### src/rtl/dcache_pkg.sv
// Shared types and sizing helpers for the direct-mapped write-through data cache.
package dcache_pkg;

    localparam int WORD_W = 32;

    typedef enum logic [1:0] {
        IDLE    = 2'd0,
        RD_MISS = 2'd1,
        WR_THRU = 2'd2
    } dcache_state_t;

    // Tag is what remains of the byte address after the word offset and the index.
    function automatic int tag_width(input int addr_w, input int index_bits);
        return addr_w - index_bits - 2;
    endfunction

endpackage

### src/rtl/dcache_array.sv
// Valid/tag/data storage: one asynchronous read port, one synchronous write port.
module dcache_array
    import dcache_pkg::*;
#(
    parameter int INDEX_BITS = 3,
    parameter int TAG_W      = 27
) (
    input  logic                  clk,
    input  logic                  rst_b,
    input  logic [INDEX_BITS-1:0] rd_idx,
    output logic                  rd_valid,
    output logic [TAG_W-1:0]      rd_tag,
    output logic [WORD_W-1:0]     rd_data,
    input  logic                  wr_en,
    input  logic [INDEX_BITS-1:0] wr_idx,
    input  logic [TAG_W-1:0]      wr_tag,
    input  logic [WORD_W-1:0]     wr_data
);

    localparam int LINES = 1 << INDEX_BITS;

    logic [LINES-1:0]  valid;
    logic [TAG_W-1:0]  tag_mem  [LINES];
    logic [WORD_W-1:0] data_mem [LINES];

    always_ff @(posedge clk or negedge rst_b) begin
        if (!rst_b) begin
            valid <= '0;
        end else if (wr_en) begin
            valid[wr_idx] <= 1'b1;
        end
    end

    // NOTE: tag/data arrays carry no reset; cleared valid bits make their contents irrelevant and keep them plain RAM.
    always_ff @(posedge clk) begin
        if (wr_en) begin
            tag_mem[wr_idx]  <= wr_tag;
            data_mem[wr_idx] <= wr_data;
        end
    end

    assign rd_valid = valid[rd_idx];
    assign rd_tag   = tag_mem[rd_idx];
    assign rd_data  = data_mem[rd_idx];

endmodule

### src/rtl/dcache.sv
// Direct-mapped, write-through, no-write-allocate data cache with req/ack backing memory
// and saturating read hit/miss counters.
module dcache
    import dcache_pkg::*;
#(
    parameter int INDEX_BITS = 3,
    parameter int ADDR_W     = 32
) (
    input  logic              clk,
    input  logic              rst_b,
    input  logic [ADDR_W-1:0] cpu_addr,
    input  logic              cpu_rd_en,
    input  logic              cpu_wr_en,
    input  logic [31:0]       cpu_wdata,
    output logic [31:0]       cpu_rdata,
    output logic              cpu_stall,
    output logic              mem_req,
    output logic              mem_we,
    output logic [ADDR_W-1:0] mem_addr,
    output logic [31:0]       mem_wdata,
    input  logic [31:0]       mem_rdata,
    input  logic              mem_ack,
    output logic [31:0]       hit_count,
    output logic [31:0]       miss_count
);

    localparam int TAG_W = tag_width(ADDR_W, INDEX_BITS);

    localparam logic [1:0] ST_IDLE    = 2'(IDLE);
    localparam logic [1:0] ST_RD_MISS = 2'(RD_MISS);
    localparam logic [1:0] ST_WR_THRU = 2'(WR_THRU);

    logic [1:0]            state, state_nxt;
    logic                  ack_done;
    logic [INDEX_BITS-1:0] idx;
    logic [TAG_W-1:0]      tag;
    logic                  line_valid;
    logic [TAG_W-1:0]      line_tag;
    logic [WORD_W-1:0]     line_data;
    logic                  hit;
    logic                  arr_we;
    logic                  stall_c;
    logic                  cnt_hit, cnt_miss;
    logic                  unused_addr_bits;

    assign idx              = cpu_addr[INDEX_BITS+1:2];
    assign tag              = cpu_addr[ADDR_W-1:INDEX_BITS+2];
    assign hit              = line_valid && (line_tag == tag);
    assign mem_addr         = {cpu_addr[ADDR_W-1:2], 2'b00};
    assign mem_wdata        = cpu_wdata;
    assign unused_addr_bits = ^cpu_addr[1:0];

    dcache_array #(
        .INDEX_BITS(INDEX_BITS),
        .TAG_W     (TAG_W)
    ) u_array (
        .clk     (clk),
        .rst_b   (rst_b),
        .rd_idx  (idx),
        .rd_valid(line_valid),
        .rd_tag  (line_tag),
        .rd_data (line_data),
        .wr_en   (arr_we),
        .wr_idx  (idx),
        .wr_tag  (tag),
        .wr_data ((state == ST_WR_THRU) ? cpu_wdata : mem_rdata)
    );

    // ack_done marks the replay cycle after an ack: the held request completes
    // without stalling, re-issuing, or being counted again.
    // NOTE: every output of this block gets a default first so no path infers a latch.
    always_comb begin
        state_nxt = state;
        stall_c   = 1'b0;
        cpu_rdata = '0;
        arr_we    = 1'b0;
        cnt_hit   = 1'b0;
        cnt_miss  = 1'b0;
        case (state)
            ST_IDLE: begin
                if (cpu_rd_en && hit && (ack_done || !cpu_wr_en)) begin
                    cpu_rdata = line_data;
                end
                if (!ack_done) begin
                    if (cpu_wr_en) begin
                        stall_c   = 1'b1;
                        state_nxt = ST_WR_THRU;
                    end else if (cpu_rd_en) begin
                        if (hit) begin
                            cnt_hit = 1'b1;
                        end else begin
                            stall_c   = 1'b1;
                            cnt_miss  = 1'b1;
                            state_nxt = ST_RD_MISS;
                        end
                    end
                end
            end
            ST_RD_MISS: begin
                stall_c = 1'b1;
                if (mem_ack) begin
                    arr_we    = 1'b1;
                    state_nxt = ST_IDLE;
                end
            end
            ST_WR_THRU: begin
                stall_c = 1'b1;
                if (mem_ack) begin
                    arr_we    = hit;
                    state_nxt = ST_IDLE;
                end
            end
            default: state_nxt = ST_IDLE;
        endcase
    end

    // Stall is forced low while reset is held, whatever the request inputs do.
    assign cpu_stall = stall_c & rst_b;

    // NOTE: state is sequential, so it is updated with non-blocking assignments only.
    always_ff @(posedge clk or negedge rst_b) begin
        if (!rst_b) begin
            state      <= ST_IDLE;
            ack_done   <= 1'b0;
            mem_req    <= 1'b0;
            mem_we     <= 1'b0;
            hit_count  <= '0;
            miss_count <= '0;
        end else begin
            state    <= state_nxt;
            ack_done <= (state != ST_IDLE) && mem_ack;
            mem_req  <= (state_nxt != ST_IDLE);
            mem_we   <= (state_nxt == ST_WR_THRU);
            if (cnt_hit && (hit_count != 32'hFFFF_FFFF)) begin
                hit_count <= hit_count + 32'd1;
            end
            if (cnt_miss && (miss_count != 32'hFFFF_FFFF)) begin
                miss_count <= miss_count + 32'd1;
            end
        end
    end

endmodule
### config.mk
export PLATFORM = sky130hd
export DESIGN_NAME = dcache
export DESIGN_NICKNAME = d
export VERILOG_FILES = /design/src/rtl/dcache_pkg.sv /design/src/rtl/dcache_array.sv /design/src/rtl/dcache.sv
export SDC_FILE = /design/constraint.sdc
export NUM_CORES = 1
export LEC_CHECK = 0
export CAP_MARGIN = 40
export CORE_ASPECT_RATIO = 0.9
export CORE_UTILIZATION = 58
export DETAILED_ROUTE_END_ITERATION = 10
export DONT_BUFFER_PORTS = 1
export PLACE_DENSITY = 0.78
export SYNTH_ARGS = -nofsm -noshare
export SYNTH_HDL_FRONTEND = slang
export SYNTH_SLANG_ARGS = --single-unit
### constraint.sdc
create_clock -name clk -period 8.3 [get_ports clk]
set_input_delay 0.415 -clock clk [delete_from_list [all_inputs] [get_ports clk]]
set_output_delay 0.415 -clock clk [all_outputs]
set_load 0.005 [all_outputs]
==> impl_metrics.tcl <==
set metrics [dict create \
    hold-worst-slack_ns 0.1514 \
    maxSlewHeadroom_pct 43.90 \
    placement.setup.worst_slack_ns 3.501 \
    fin_crit_sh_pct 57.82 \
    final_hold_violations 0 \
    final.setup_skew_ns 0.05341 \
    floorplan.die_area_um2 39520 \
    vias 12230 \
    first_global_vias 12190 \
    outcome "finished, final reports clean" \
    tightest_slew_ns 0.8375 \
    syn_area_per_cell_um2 16.18 \
    wire_length_of_the_first_global_routing_pass_um 72250 \
    timing.hold.worst.class "primary input to register" \
    number_of_buffer_and_inverter_instances_along_the_worst_setup_path 1 \
    detail_route.first_pass.iterations 5 \
    floorplan.initialDensity_pct 58.67 \
    finalInstanceArea_um2 24700 \
    io_pins 264 \
    worst_path_most_repeated_cell "sky130_fd_sc_hd__nor4_1" \
    hpwlAfterDp_um 27220 \
    endpoint_kind "output port" \
    share_of_cells_above_drive_strength_1_pct 15.47 \
    post-route-util_pct 64.51 \
    clock_tree_from_tritoncts "done" \
    dieHeight_um 188.7 \
    ys_seq_elements 549 \
    path_clk_slew_ns 0.06 \
    portBuffers 0 \
    cts_sinks 549 \
    postRouteAntennaNets 0 \
    layout.cells.most_common "sky130_fd_sc_hd__edfxtp_1" \
    synth_cell_type_count 50 \
    grt_total_usage_pct 24.23 \
    worstSetupStartpointType "register" \
    timing.final.ws_setup_ns 3.501 \
    cap_viol_max_count 0 \
    layout_min_cycle_time_ns 4.799 \
    mostFrequentLayoutCells "472 x sky130_fd_sc_hd__edfxtp_1, 77 x sky130_fd_sc_hd__o22ai_1, 77 x sky130_fd_sc_hd__dfrtp_1, 69 x sky130_fd_sc_hd__mux2i_1, 65 x sky130_fd_sc_hd__mux2_2" \
    gp_congestion 0.8330 \
    initial_antenna_violation_count 0 \
    cts.path.max_buffers 3 \
    layout.filler_cells 2532 \
    vias_per_cell 6.396 \
    stdcell_count 1912 \
    cpPeakStageDelay_ns 0.70 \
    p_per_area_nw_per_um2 245.6 \
    synth_async_sr_flop_share_pct 14.03 \
    synthesis.instances 1388 \
    maxSlewViolCount 0 \
    number_of_drc_violations_after_detailed_routing_iteration_0 1206 \
    timing.critical_path.slowest_stage_cell "sky130_fd_sc_hd__nor4_1" \
    total_power_mw 6.067 \
    htree_levels 2 \
    synth.yosys.seq_area_share_pct 71.67 \
    timing.critical_path.cells "mux4_2 > mux2i_1 > xor2_1 > o2111ai_1 > nor4_1 > and4_1 > nand4_1 > buf_4 > nor4_1" \
    synth_enable_flop_cells 472 \
    layout.nets 1485 \
    timing.setup.critical_path_class "register to output port" \
    worst-path-max-fanout 32 \
    path_delay_family "simple AND/OR/NAND/NOR gates" \
    achievable-frequency_mhz 208.4 \
    syn2layout_area_growth_pct 9.942 \
    setup_tns_ns 0 \
    irDropWorstVdd_mv 0.2007 \
    synth-warning-count 0 \
    root_buffer "sky130_fd_sc_hd__clkbuf_16" \
    overflow 0 \
    postCtsSetupRepairBufs 0 \
    critPathArrivalTime_ns 4.38 \
    clock_insertion_delay_worst_skew_ns 0.61 \
    ys_dominant_reg_cell "sky130_fd_sc_hd__edfxtp_1" \
    grt_setup_unrepaired "false" \
    postPlaceCellArea_um2 22710 \
    p_leak_nw 8.626 \
    finalSetupViolCount 0 \
    grt_start_max_net_pins 93 \
    row_count 68 \
    cp_data_required_time_ns 7.89 \
    route.detailed.drc 0 \
    routed_wl_um 47960 \
    avgRoutedWirePerCell_um 25.08 \
    number_of_buffers_inserted_during_clock_tree_synthesis 52 \
    mappedNetlistArea_um2 22460 \
    r2r_setup_slack_ns 3.77 \
    floorplan_core_area_um2 38290 \
    die-width_um 209.4 \
    antenna-diode-count 0 \
    numPlacedInstances 1784 \
]
## worst register-to-register path, stage by stage (launching register included)
cell and delay [ns]:
sky130_fd_sc_hd__edfxtp_1 0.38, sky130_fd_sc_hd__mux4_2 0.47, sky130_fd_sc_hd__mux2i_1 0.18, sky130_fd_sc_hd__xor2_1 0.21, sky130_fd_sc_hd__o2111ai_1 0.20, sky130_fd_sc_hd__nor4_1 0.43
sky130_fd_sc_hd__and4_1 0.65, sky130_fd_sc_hd__a21o_1 0.20, sky130_fd_sc_hd__nand3_1 0.07, sky130_fd_sc_hd__buf_4 0.23, sky130_fd_sc_hd__nor2_4 0.56, sky130_fd_sc_hd__buf_4 0.52
## cells in the mapped netlist (2+ instances only)
cell,count,share of area (%)
sky130_fd_sc_hd__edfxtp_1,472,63
sky130_fd_sc_hd__dfrtp_1,77,8.6
sky130_fd_sc_hd__o22ai_1,77,2.1
sky130_fd_sc_hd__buf_4,72,2.4
sky130_fd_sc_hd__mux2i_1,69,3.1
sky130_fd_sc_hd__mux2_2,65,3.3
sky130_fd_sc_hd__xor2_1,58,2.3
sky130_fd_sc_hd__nand2_1,51,0.85
sky130_fd_sc_hd__nor2_1,42,0.70
sky130_fd_sc_hd__clkbuf_1,35,0.58
sky130_fd_sc_hd__nor4_1,34,0.95
sky130_fd_sc_hd__mux4_2,27,2.7
sky130_fd_sc_hd__nand3_1,23,0.51
sky130_fd_sc_hd__and3_1,19,0.53
sky130_fd_sc_hd__o221ai_1,19,0.74
sky130_fd_sc_hd__nor3_1,18,0.40
sky130_fd_sc_hd__a22oi_1,17,0.57
sky130_fd_sc_hd__inv_1,17,0.28
sky130_fd_sc_hd__xnor2_1,16,0.62
sky130_fd_sc_hd__a21oi_1,15,0.33
sky130_fd_sc_hd__buf_2,15,0.33
sky130_fd_sc_hd__o22a_1,14,0.55
sky130_fd_sc_hd__o21ai_0,13,0.29
sky130_fd_sc_hd__a22o_1,12,0.47
sky130_fd_sc_hd__nand4_1,10,0.28
sky130_fd_sc_hd__o21bai_1,9,0.30
sky130_fd_sc_hd__or3_1,9,0.25
sky130_fd_sc_hd__nand2b_1,8,0.22
sky130_fd_sc_hd__nor3_2,8,0.36
sky130_fd_sc_hd__and2_1,7,0.19
sky130_fd_sc_hd__and4_1,7,0.27
sky130_fd_sc_hd__nor2b_1,7,0.19
sky130_fd_sc_hd__a211oi_1,6,0.20
sky130_fd_sc_hd__buf_1,6,0.10
sky130_fd_sc_hd__ha_1,6,0.33
sky130_fd_sc_hd__or4_1,4,0.13
sky130_fd_sc_hd__nor4b_1,3,0.12
sky130_fd_sc_hd__o211ai_1,3,0.10
sky130_fd_sc_hd__or2_2,3,0.084
sky130_fd_sc_hd__a21o_1,2,0.067
sky130_fd_sc_hd__a31oi_1,2,0.056
sky130_fd_sc_hd__nor3b_1,2,0.067
sky130_fd_sc_hd__o21a_1,2,0.067
## sequential cells by signal, indices dropped and copies added, names as in the netlist
| signal | cells |
|---|---|
| mem_req | 1 |
| u_array.data_mem | 256 |
| u_array.valid | 8 |
| state | 2 |
| u_array.tag_mem | 216 |
| ack_done | 1 |
| hit_count | 32 |
| miss_count | 32 |
| mem_we | 1 |
## repair_timing
action	in CTS	in global routing
hold buffers	30	0
hold endpoints to repair	294	0
gates resized for setup	0	0
## layout make-up
class	count	area (um2)	share of cell area, %
flip-flops and latches	549	16100	65.19
well taps	490	613.1	2.482
multi-input cells	695	5597	22.66
inverters	17	63.81	0.2584
clock buffers	62	1349	5.461
repair buffers	63	654.4	2.650
clock inverters	36	320.3	1.297
## cells by family after synthesis
| logic type | share of synthesized area, % |
|---|---|
| AO/OA/AOI/OAI | 6.054 |
| XOR/XNOR | 2.885 |
| adder cells (fa/ha/maj) | 0.3342 |
| other | 0.01669 |
| flip-flops | 71.67 |
| multiplexers | 9.040 |
| buffers and inverters | 3.709 |
| AND/OR/NAND/NOR | 6.288 |
## worst paths after layout
kind | start | endpoint | cells past startpoint
min in group asynchronous | rst_b | u_array.valid[2] | 2
max | u_array.tag_mem[6][14] | cpu_rdata[0] | 9
max reg2reg | u_array.tag_mem[6][14] | u_array.tag_mem[1][2] | 11
max in group asynchronous | rst_b | hit_count[18] | 2
min | mem_rdata[15] | u_array.data_mem[6][15] | 1
min reg2reg | u_array.valid[5] | u_array.valid[5] | 1
## power breakdown
group	total [mW]	switching (mW)	internal, mW
Sequential	3.21	0.0406	3.17
Clock	2.31	1.01	1.29
Combinational	0.548	0.334	0.214
Total	6.07	1.39	4.68
## routing by layer
| metal | vias up | wire [um] | global-route usage (%) | part of all wire (%) |
|---|---|---|---|---|
| met2 | 600 | 23290 | 39.60 | 49 |
| li1 | 5366 | - | - | - |
| met4 | 0 | 995 | 7.438 | 2.1 |
| met5 | - | 0 | 0 | 0 |
| met3 | 73 | 4385 | 5.600 | 9.1 |
| met1 | 6190 | 19290 | 32.54 | 40 |
Note: power is estimated with default switching activity, not from simulation.
